File: config.mk
export PLATFORM = sky130hd
export DESIGN_NAME = fp_decode
export DESIGN_NICKNAME = d
export VERILOG_FILES = /design/src/rtl/fp_pkg.sv /design/src/rtl/mag_to_twos.sv /design/src/rtl/fp_decode.sv
export SDC_FILE = /design/constraint.sdc
export NUM_CORES = 1
export LEC_CHECK = 0
export ABC_CLOCK_PERIOD_IN_PS = 1900
export BUFFER_PORTS_ARGS = -buffer_cell sky130_fd_sc_hd__buf_2
export CORE_ASPECT_RATIO = 1.4
export CORE_UTILIZATION = 57
export CTS_BUF_LIST = sky130_fd_sc_hd__clkbuf_2 sky130_fd_sc_hd__clkbuf_4 sky130_fd_sc_hd__clkbuf_8
export CTS_CLUSTER_SIZE = 24
export DETAILED_ROUTE_END_ITERATION = 8
export PLACE_DENSITY = 0.77
export SYNTH_ARGS = -nofsm -noshare
export SYNTH_HDL_FRONTEND = slang
export SYNTH_HIERARCHICAL = 1
export SYNTH_SLANG_ARGS = --single-unit
File: constraint.sdc
create_clock -name clk -period 1.9 [get_ports clk]
set_clock_uncertainty 0.05 [all_clocks]
set_input_delay 0.19 -clock clk [delete_from_list [all_inputs] [get_ports clk]]
set_output_delay 0.19 -clock clk [all_outputs]
set_load 0.1 [all_outputs]
File: src/rtl/fp_pkg.sv
// Shared constants and types for the floating-point compressor/decompressor pair.
package fp_pkg;

  localparam int unsigned EXP_W   = 3;
  localparam int unsigned MAN_W   = 4;
  localparam int unsigned OUT_W   = 12;
  localparam int unsigned MAX_MAG = 1920;

  typedef enum logic [1:0] {
    IDLE  = 2'd0,
    SHIFT = 2'd1,
    SIGN  = 2'd2,
    DONE  = 2'd3
  } dec_state_e;

  // Compressed word as produced by the encoder.
  typedef struct packed {
    logic             s;
    logic [EXP_W-1:0] e;
    logic [MAN_W-1:0] f;
  } fp_word_t;

endpackage

File: src/rtl/mag_to_twos.sv
// Conditional negate: sign-magnitude to two's complement, W bits wide.
module mag_to_twos #(
  parameter int unsigned W = 12
) (
  input  logic         sign,
  input  logic [W-1:0] mag,
  output logic [W-1:0] twos_c
);

  always_comb begin
    twos_c = mag;
    if (sign) twos_c = (~mag) + W'(1);
  end

endmodule

File: src/rtl/fp_decode.sv
// Sequential FP-to-linear decoder: D = (-1)^S * F * 2^E, one shift per cycle.
module fp_decode
  import fp_pkg::*;
(
  input  logic             clk,
  input  logic             rst,
  input  logic             in_valid,
  output logic             in_ready,
  input  logic             S,
  input  logic [EXP_W-1:0] E,
  input  logic [MAN_W-1:0] F,
  output logic             out_valid,
  input  logic             out_ready,
  output logic [OUT_W-1:0] D,
  output logic             norm_err
);

  dec_state_e       state, state_d;
  logic [OUT_W-1:0] mag;
  logic [EXP_W-1:0] cnt;
  logic             sign_r;
  logic [OUT_W-1:0] twos_c;
  logic             in_ready_d, out_valid_d;

  mag_to_twos #(.W(OUT_W)) u_negate (
    .sign   (sign_r),
    .mag    (mag),
    .twos_c (twos_c)
  );

  always_ff @(posedge clk) begin
    if (rst) state <= IDLE;
    else     state <= state_d;
  end

  always_comb begin
    state_d = state;
    unique case (state)
      IDLE:    if (in_valid) state_d = (E != '0) ? SHIFT : SIGN;
      SHIFT:   if (cnt == EXP_W'(1)) state_d = SIGN;
      SIGN:    state_d = DONE;
      DONE:    if (out_ready) state_d = IDLE;
      default: state_d = IDLE;
    endcase
  end

  // Handshake flags are registered from the next state so they track it exactly.
  always_comb begin
    in_ready_d  = 1'b0;
    out_valid_d = 1'b0;
    if (state_d == IDLE) in_ready_d  = 1'b1;
    if (state_d == DONE) out_valid_d = 1'b1;
  end

  always_ff @(posedge clk) begin
    if (rst) begin
      in_ready  <= 1'b1;
      out_valid <= 1'b0;
      mag       <= '0;
      cnt       <= '0;
      sign_r    <= 1'b0;
      D         <= '0;
      norm_err  <= 1'b0;
    end else begin
      in_ready  <= in_ready_d;
      out_valid <= out_valid_d;
      unique case (state)
        IDLE: if (in_valid) begin
          sign_r   <= S;
          cnt      <= E;
          mag      <= OUT_W'(F);
          norm_err <= (E != '0) && !F[MAN_W-1];
        end
        SHIFT: begin
          mag <= mag << 1;
          cnt <= cnt - EXP_W'(1);
        end
        SIGN:    D <= twos_c;
        default: ;
      endcase
    end
  end

endmodule

---- Word level (Yosys, flattened, before mapping) ----
Index checks and enable logic that the tools add are counted.
word-level totals
  logic and storage cells ................. 37
  input port bits ......................... 12
  flip-flop bits (word level) ............. 33
cells by class
  add/subtract/negate cells ............... 2
  equality and inequality tests ........... 6
  reductions and logical operators ........ 8
  bitwise gates (word level) .............. 1
  mux-type cells .......................... 12
operator list
  kind                                              count
  2-to-1 mux 12 bit                                 2
  case mux 12 bit (2 select lines)                  1
  adder 12 x 1 -> 12 bit, second input constant     1
  inverter 12 bit                                   1
  2-to-1 mux 2 bit                                  4
  case mux 2 bit (4 select lines)                   1
  == test 2 bit, second input constant              3
  case mux 3 bit (2 select lines)                   1
  zero test 2 bit                                   2
  AND reduction 2 bit                               2
  == test 3 x 1 -> 1 bit, second input constant     1
  2-to-1 mux 3 bit                                  1
  nonzero test 3 bit                                1
  subtractor 3 x 1 -> 3 bit, second input constant  1
  == test 2 x 1 -> 1 bit, second input constant     1
  2-to-1 mux 1 bit                                  2
  inequality test 2 bit, second input constant      1
  nonzero test 2 bit                                1
  logical AND 1 bit                                 1
  zero test 1 bit                                   1

---- Logic depth before layout (Yosys ltp) ----
  depth after elaboration ................. 6
  gate-level depth with buffers ........... 7
  gate-level depth less buffers ........... 7

---- Modules after synthesis ----
The synthesis kept the hierarchy.
by module, submodules not included
  module       area each (µm²)  seq. area each (µm²)  instances  cells each
  fp_decode    1,290.0          660.6                 1          150
  mag_to_twos  289.0            0.0                   1          34

---- Worst setup path after synthesis ----
Ideal clock, no wire load.
  path kind ............................... reg-to-reg
  start point ............................. reg mag[4]
  end point ............................... reg D[9]
  period minus slack after synthesis ...... 1.541 ns
  setup time .............................. 0.070 ns
  arrival ................................. 1.420 ns
  stages on the path, launching flop included .. 7
  path slack .............................. 0.359 ns
  path buffers ............................ 1
  path through ............................ dfxtp_1 > or3_1 > buf_6 > o41ai_2 > xnor2_1 > nand2_1 > a21oi_1
on the way
  word-level cells in the longest chain between the ends .. 3
RTL lines
  what                      RTL line           source
  start: declaration        fp_decode.sv:19    logic [OUT_W-1:0] mag;
  start signal: assignment  fp_decode.sv:71    mag <= OUT_W'(F);
  start signal: assignment  fp_decode.sv:75    mag <= mag << 1;
  inverter 12 bit           mag_to_twos.sv:12  if (sign) twos_c = (~mag) + W'(1);
  adder 12 x 1 -> 12 bit    mag_to_twos.sv:12
  2-to-1 mux 12 bit         mag_to_twos.sv:12
  net twos_c[9]             fp_decode.sv:22    logic [OUT_W-1:0] twos_c;
  end signal: assignment    fp_decode.sv:78    SIGN: D <= twos_c;
  end: declaration          fp_decode.sv:14    output logic [OUT_W-1:0] D,
The timed path passes the listed nets, and every way through them passes these cells.
A chain may end at the register's enable or synchronous reset.

---- Worst setup path in the final report ----
  start point ............................. reg mag[2]
  end point ............................... reg D[5]
The elaborated chain is that of the path after synthesis.

==> flow_summary.yaml <==
synthesis:
  avgSynthCellArea_sq_um: 8.58
  synthFlopType: "dfxtp_1"
  synth.area.mux_share: 0.00634
  syn_nets: 199
  synth_area_leaders: "dfxtp_1 (42%), nand2_1 (7.8%), a21oi_1 (6.7%), xnor2_1 (5.5%), a22oi_1 (4.3%)"
  synth_area_sq_um: 1580
  ys_ff_latch: 33
  synth.top_cell.area_share: 0.418
  synth-xor-area-share: 0.0555
  yosysUniqueCellTypes: 36
  async_flop_share: 0
  synthAdderAreaFrac: 0.0238
  synth_compound_area_frac: 0.258
  ys_top_cells_by_count: "dfxtp_1 (33), nand2_1 (33), a21oi_1 (21)"
  yosysSeqAreaShare: 0.418
  yosys.area_share.simple: 0.177
  synth_cells: 184
  synth_top_family_by_area: "compound AO/OA/AOI/OAI gates"
  synth-edff-count: 0
  yosys_warnings: 6
  synth_largest_area_cell: "dfxtp_1"
hold_path:
  hp-class: "in2reg"
timing:
  setup_viol: 0
  tightestPinTransition_ns: 0.591
  hold_viol: 0
  setup_slack_ns: 0.151
  finalCritPeriodShare: 0.921
  maxSlewViolCount: 0
  max_freq_mhz: 572
  min_period_ns: 1.75
  relSlewSlack: 0.606
  rsz0062_at_grt: "no"
  setup_tns_ns: 0
worst_setup_path:
  cp_max_fo: 7
  crit_type: "reg2reg"
  end_kind: "flop"
  crit_path_start_kind: "flop"
  arrival_ns: 1.98
  worstPathRequired_ns: 2.13
cells_and_area:
  diodes: 0
  nFillCells: 223
  drive_above_1_share: 0.213
  nets: 221
  area_growth_pct: 14.0
  utilization: 0.689
placed_design:
  gp_congestion: 0.891
  hpwl_mm: 2.48
  portBuffers: 26
  dp_slack_ns: 0.192
cts:
  cts_max_level: 2
  postCtsSetupBuffers: 0
  clk-insertion-delay-late_ns: 0.34
  clkTransAtPathRegs_ns: 0.10
  holdBufCountCts: 0
  cts_root_buffer: "clkbuf_4"
  ctsLongestPathBuffers: 2
  cts.sinks: 33
  cts_resized: 0
  cts_buffers: 5
  tritoncts: "built"
floorplan:
  fp.dieW_microns: 46.5
  design.portCount: 27
  core_sq_um: 2620
  die_y_microns: 64.3
  rows: 22
  die_area_sq_um: 2990
  start_util: 0.604
route:
  num_vias: 1351
  routed_wl_mm: 3.38
  wl_per_cell_microns: 13.9
  antenna_left: 0
  drt-initial-drc-count: 48
  firstDrtPassIters: 4
  routed_via_density: 5.56
  drc: 0
job:
  max_cap_violations: 0
pwr:
  power.density_nw_per_um2: 999
  p_leak_nw: 0.736
  power_mw: 1.80
  peakVddDrop_v: 0.000774
global_routing:
  grt_overflow: 0
  antenna_found_initial: 0
  grt_usage: 0.271
  grt_start_max_net_pins: 18
  grt_pass1_vias: 1299
  grt_pass1_wl_mm: 5.77
outcome:
  status: "finished, final reports clean"
## flip-flops by register name (all words and copies together), names as in the netlist
register	cells
D	12
mag	12
cnt	3
state	2
in_ready	1
norm_err	1
out_valid	1
sign_r	1
## placed cells by master, fill, tap and decap left out, types with 2 or more instances in the layout
cell       count
a21oi_1       21
a22oi_1        9
a31oi_1        3
and2b_1        2
buf_2         26
bufinv_16      2
clkbuf_4       5
dfxtp_1       33
ha_1           3
inv_1          9
nand2_1       33
nand2b_1       4
nor2_1        11
nor3b_1        3
o21ai_0        7
o31ai_1        4
o31ai_2        2
or3_1          2
or4_1          2
xnor2_1       10
## metrics by stage
stage,hold WS (ns),cell area (sq um),std cells
floorplan,0.245,1580,184
global placement,0.367,1700,235
detailed placement,0.374,1700,235
CTS,0.00120,1800,243
global route,0.0116,1800,243
finish,0.0109,1800,243
## layer usage
metal	vias up	GRT usage	wire length, microns
met5	-	0	0
met4	0	0.129	85
met3	7	0.0621	108
met2	28	0.457	1790
met1	631	0.301	1400
li1	685	-	-
## area by class of cell
class	instances	area (sq um)	share of cell area
flip-flops and latches	33	661	0.367
inverters	9	33.8	0.0188
multi-input cells	130	821	0.456
clock buffers	5	37.5	0.0208
clock inverters	3	65.1	0.0361
well taps	36	45.0	0.0250
repair buffers	27	138	0.0764
## path summary, 6_finish.rpt
check | from | endpoint | slack [ns] | cells past startpoint
worst max-delay path | mag[2] | D[5] | 0.15 | 5
worst min-delay path | F[3] | norm_err | 0.01 | 2
worst max register to register | mag[2] | D[5] | 0.15 | 5
worst min register to register | D[11] | D[11] | 0.41 | 2
## critical path: stages (launching register included)
cell and delay [ns]:
dfxtp_1 0.37, or3_1 0.51, o31ai_1 0.39, xnor2_1 0.16, nand2_1 0.06, a21oi_1 0.13
## kinds of logic (layout without fill, tap and decap cells)
| group | after synthesis | after routing |
|---|---|---|
| buf+inv | 21 | 44 |
| flops | 33 | 33 |
| compound gates | 57 | 57 |
| xor+xnor | 10 | 10 |
| mux | 1 | 1 |
| simple gates | 59 | 59 |
| fa+ha+maj | 3 | 3 |
## power by group
part / switching, mW / internal [mW]
registers: 0.0593 / 0.731
clock network: 0.250 / 0.407
logic: 0.232 / 0.120
total: 0.542 / 1.26
(Power assumes the default switching activity.)
